`config.mk`:
```
export PLATFORM = sky130hd
export DESIGN_NAME = logic_op_arbiter
export DESIGN_NICKNAME = d
export VERILOG_FILES = /design/src/rtl/logic_op_arbiter.sv
export SDC_FILE = /design/constraint.sdc
export NUM_CORES = 1
export LEC_CHECK = 0
export BUFFER_PORTS_ARGS = -buffer_cell sky130_fd_sc_hd__buf_4
export CAP_MARGIN = 0
export CORE_ASPECT_RATIO = 2
export CORE_MARGIN = 2
export CORE_UTILIZATION = 46
export DETAILED_ROUTE_END_ITERATION = 6
export HOLD_SLACK_MARGIN = 0.12
export PLACE_DENSITY = 0.76
export SLEW_MARGIN = 25
export SYNTH_ARGS = -nofsm -noshare
export SYNTH_HDL_FRONTEND = slang
export SYNTH_SLANG_ARGS = --single-unit
```
`constraint.sdc`:
```
create_clock -name clk -period 1.6 [get_ports clk]
set_clock_uncertainty 0.2 [all_clocks]
set_input_delay 0.16 -clock clk [delete_from_list [all_inputs] [get_ports clk]]
set_output_delay 0.16 -clock clk [all_outputs]
set_load 0.005 [all_outputs]
```
`src/rtl/logic_op_arbiter.sv`:
```
`default_nettype none
// ============================================================================
// Module   : logic_op_arbiter
// Purpose  : Round-robin arbiter that shares one registered AND/OR/XOR/ANDN
//            unit between two requesters over a tagged response channel.
// Option   : LOGIC_ARB_GRANT_CNT_EN enables the saturating 16-bit grant_cnt.
// Revision : 1.0 - initial release
// ============================================================================
module logic_op_arbiter #(
  parameter int WIDTH = 8
) (
  input  logic             clk,
  input  logic             rst_n,
  input  logic             r0_valid,
  output logic             r0_ready,
  input  logic [WIDTH-1:0] r0_a,
  input  logic [WIDTH-1:0] r0_b,
  input  logic [1:0]       r0_op,
  input  logic             r1_valid,
  output logic             r1_ready,
  input  logic [WIDTH-1:0] r1_a,
  input  logic [WIDTH-1:0] r1_b,
  input  logic [1:0]       r1_op,
  output logic             resp_valid,
  input  logic             resp_ready,
  output logic             resp_id,
  output logic [WIDTH-1:0] resp_data,
  output logic [15:0]      grant_cnt
);

  typedef enum logic [1:0] {
    IDLE = 2'd0,
    EXEC = 2'd1,
    DONE = 2'd2
  } state_t;

  state_t           state_q, state_d;
  logic             last_grant_q, last_grant_d;
  logic [WIDTH-1:0] a_q, a_d, b_q, b_d;
  logic [1:0]       op_q, op_d;
  logic             id_q, id_d;
  logic             resp_valid_q, resp_valid_d;
  logic             resp_id_q, resp_id_d;
  logic [WIDTH-1:0] resp_data_q, resp_data_d;

  logic             w_gnt0, w_gnt1, w_accept;
  logic [WIDTH-1:0] w_result;

  // On contention the requester that did not win last time is favoured.
  always_comb begin
    w_gnt0 = 1'b0;
    w_gnt1 = 1'b0;
    if (state_q == IDLE) begin
      if (r0_valid && r1_valid) begin
        w_gnt0 = last_grant_q;
        w_gnt1 = ~last_grant_q;
      end else begin
        w_gnt0 = r0_valid;
        w_gnt1 = r1_valid;
      end
    end
  end

  assign r0_ready = w_gnt0;
  assign r1_ready = w_gnt1;
  assign w_accept = w_gnt0 | w_gnt1;

  always_comb begin
    w_result = '0;
    unique case (op_q)
      2'b00:   w_result = a_q & b_q;
      2'b01:   w_result = a_q | b_q;
      2'b10:   w_result = a_q ^ b_q;
      default: w_result = a_q & ~b_q;
    endcase
  end

  always_comb begin
    state_d      = state_q;
    last_grant_d = last_grant_q;
    a_d          = a_q;
    b_d          = b_q;
    op_d         = op_q;
    id_d         = id_q;
    resp_valid_d = resp_valid_q;
    resp_id_d    = resp_id_q;
    resp_data_d  = resp_data_q;
    unique case (state_q)
      IDLE: begin
        if (w_accept) begin
          state_d      = EXEC;
          id_d         = w_gnt1;
          last_grant_d = w_gnt1;
          a_d          = w_gnt1 ? r1_a  : r0_a;
          b_d          = w_gnt1 ? r1_b  : r0_b;
          op_d         = w_gnt1 ? r1_op : r0_op;
        end
      end
      EXEC: begin
        state_d      = DONE;
        resp_data_d  = w_result;
        resp_id_d    = id_q;
        resp_valid_d = 1'b1;
      end
      DONE: begin
        if (resp_ready) begin
          resp_valid_d = 1'b0;
          state_d      = IDLE;
        end
      end
      default: state_d = IDLE;
    endcase
  end

  always_ff @(posedge clk or negedge rst_n) begin
    if (!rst_n) begin
      state_q      <= IDLE;
      last_grant_q <= 1'b1;
      a_q          <= '0;
      b_q          <= '0;
      op_q         <= 2'b00;
      id_q         <= 1'b0;
      resp_valid_q <= 1'b0;
      resp_id_q    <= 1'b0;
      resp_data_q  <= '0;
    end else begin
      state_q      <= state_d;
      last_grant_q <= last_grant_d;
      a_q          <= a_d;
      b_q          <= b_d;
      op_q         <= op_d;
      id_q         <= id_d;
      resp_valid_q <= resp_valid_d;
      resp_id_q    <= resp_id_d;
      resp_data_q  <= resp_data_d;
    end
  end

  assign resp_valid = resp_valid_q;
  assign resp_id    = resp_id_q;
  assign resp_data  = resp_data_q;

`ifdef LOGIC_ARB_GRANT_CNT_EN
  logic [15:0] grant_cnt_q, grant_cnt_d;

  always_comb begin
    grant_cnt_d = grant_cnt_q;
    if (w_accept && (grant_cnt_q != 16'hFFFF)) begin
      grant_cnt_d = grant_cnt_q + 16'd1;
    end
  end

  always_ff @(posedge clk or negedge rst_n) begin
    if (!rst_n) begin
      grant_cnt_q <= 16'h0000;
    end else begin
      grant_cnt_q <= grant_cnt_d;
    end
  end

  assign grant_cnt = grant_cnt_q;
`else
  assign grant_cnt = 16'h0000;
`endif

endmodule
`default_nettype wire
```
==> qor.yml <==
run_status:
  status: "finished with violations"
  violations: "negative setup slack"
timing:
  clock.fmax_mhz: 595
  drv_slew: 0
  rsz0062_at_grt: "yes"
  period_share_pct: 105
  finalSetupViolCount: 2
  finalWorstSetupSlack_ns: -0.0802
  period_minus_slack_ns: 1.68
  fin_setup_tns_ns: -0.148
  hold_viol_final: 0
drt:
  vias: 2139
  drc: 0
  ant_nets: 0
  wl_per_cell_um: 16.0
  routed_wl_um: 6400
  drtIter0Drc: 66
  drt_pass1_iterations: 4
  viasPerCell: 5.36
setup_path:
  crit_top_cell: "buf_6"
  slowest_delay_ns: 0.39
  crit_required_ns: 1.24
  arrival_ns: 1.32
  cp.depth: 4
  path_class: "reg2out"
  cp-start-kind: "register"
  cp_num_buf_inv: 2
  end_kind: "output pin"
  cpMaxStageDelayCell: "dfrtp_1"
  cp_max_fo: 5
  crit_family: "simple AND/OR/NAND/NOR gates"
  startpoint: "state_q[0]"
  reg2reg_from: "op_q[1]"
  r2r_cells: 5
  crit_chain: "buf_6 > nor3b_4 > and2_4 > buf_6"
floorplanning:
  die_x_um: 52.9
  die_h_um: 102
  die-area_mm2: 0.00538
  core_area_mm2: 0.00460
  start_util_pct: 47.8
  core.rowCount: 35
  ios: 69
layout:
  utilization_pct: 70.3
  nets: 395
  final_common_cell: "buf_4"
  drive_above_1_share_pct: 26.2
  area_growth_pct: 47.0
  final_cell_mix: "buf_4 (62), dlygate4sd3_1 (39), dfrtp_1 (31)"
  antenna_cells: 0
synthesis:
  synth_area_mm2: 0.00220
  synth.avg_cell_area_um2: 9.01
  syn-instance-count: 244
  ys_async_sr_fraction_pct: 100
  ys_seq_elements: 32
  synthFlopType: "dfrtp_1"
  yosysWarnings: 0
  yosys.cell_types.count: 32
  synth_edf_count: 0
  yosysSeqAreaShare_pct: 36.5
power_and_ir_drop:
  ir_drop_uv: 1120
  p_per_area_mw_per_mm2: 1650
  leakage_nw: 1.56
global_routing:
  antenna_found_initial: 0
  gr-total-overflow: 0
  grt_pass1_vias: 2233
  grt_pass1_wl_um: 10300
  grt_max_degree: 33
  grt.total_usage_pct: 26.0
placed_design:
  portBuffers: 52
  place.gp.congestion: 0.838
  hpwlAfterDp_um: 3590
clock_tree:
  ctsLongestPathBuffers: 2
  cts_tree: "yes"
  path_clk_slew_ns: 0.07
  cts_sinks: 32
  cts-root-buf: "clkbuf_8"
  clk_latency_ns: 0.29
  htreeDepth: 2
  numCtsBuffers: 5
min_path:
  hold_depth: 3
  hold_class: "in2reg"
  hold_start: "r0_valid"
run:
  maxCapViolations: 0
[stage by stage]
step           hold WS [ns]  instances  cell area, um2  total power [mW]  worst slack [ns]
6_report              0.135        399            3230              5.31           -0.0802
5_1_grt               0.154        399            3230              5.75            -0.123
4_1_cts               0.121        395            3170              5.09           -0.0626
3_5_place_dp        -0.0808        343            2600              4.14            0.0225
3_3_place_gp        -0.0802        343            2600              4.03            0.0716
2_1_floorplan        -0.336        259            2270              3.34            0.0134
[registers in the layout (all words and copies together), names as in the netlist]
signal and count:
resp_data 8, op_q 2, state_q 2, a_q 8, resp_valid 1, id_q 1
resp_id 1, b_q 8, last_grant_q 1
[per-layer routing]
metal	GRT usage (%)	share of wire (%)	vias up	wire (um)
met4	19.9	5.5	0	352
li1	-	-	1027	-
met2	45.7	55	102	3500
met5	0	0	-	0
met1	26.8	35	984	2220
met3	2.95	5.1	26	325
[worst register-to-register path, cell delays in order, from the launching register on]
cell	delay (ns)
dfrtp_1	0.39
inv_2	0.07
ha_4	0.20
xor2_1	0.14
or3_1	0.30
a31oi_1	0.16
[Yosys cell counts (all sizes together), types with 9 or more instances]
| master | count | share of area (%) |
|---|---|---|
| ha | 11 | 6.3 |
| and3 | 18 | 5.1 |
| a31oi | 9 | 2.6 |
| dfrtp | 31 | 35 |
| o21ai | 26 | 5.9 |
| o2111ai | 18 | 7.2 |
| nor2b | 9 | 2.6 |
| buf | 26 | 8.9 |
| nor2 | 12 | 2.2 |
| and2 | 9 | 2.6 |
| inv | 21 | 3.6 |
| nand3b | 18 | 6.1 |
[where the power goes]
| part | leakage [nW] | internal (mW) | switching [mW] |
|---|---|---|---|
| Clock | 0.0434 | 0.348 | 0.328 |
| Sequential | 0.385 | 1.23 | 0.301 |
| Combinational | 1.13 | 1.61 | 1.50 |
[timing repair]
item,4_1_cts,5_1_grt
gates cloned,1,0
hold buffers,39,0
gates resized for setup,3,11
pin swaps,1,8
endpoints found under the hold margin,52,0
setup endpoints to repair,2,16
buffers inserted,4,4
[area by class of cell]
class / instances / area (um2)
fill: 330 / 1370
sequential: 32 / 802
inverter: 21 / 78.8
tap: 55 / 68.8
clock buffer: 6 / 82.6
timing repair buffer: 110 / 992
clock inverter: 2 / 15.0
multi-input combinational: 173 / 1190
[path summary, 6_finish.rpt]
| path | endpoint | slack (ns) |
|---|---|---|
| worst max-delay path | r1_ready | -0.08 |
| worst max register to register | resp_data[0] | 0.05 |
| min in group asynchronous | a_q[1] | 0.14 |
| worst min register to register | resp_id | 0.29 |
| worst min-delay path | last_grant_q | 0.13 |
| max in group asynchronous | last_grant_q | 0.74 |
[cells by family after synthesis]
| group | after synthesis | share of synthesized area [%] |
|---|---|---|
| AND/OR/NAND/NOR | 80 | 22.8 |
| AO/OA/AOI/OAI | 57 | 16.9 |
| buffers and inverters | 54 | 13.7 |
| flip-flops | 32 | 36.5 |
| adder cells (fa/ha/maj) | 11 | 6.26 |
| XOR/XNOR | 8 | 3.19 |
| other | 1 | 0.171 |
| multiplexers | 1 | 0.512 |
Note: power is estimated with default switching activity, not from simulation.
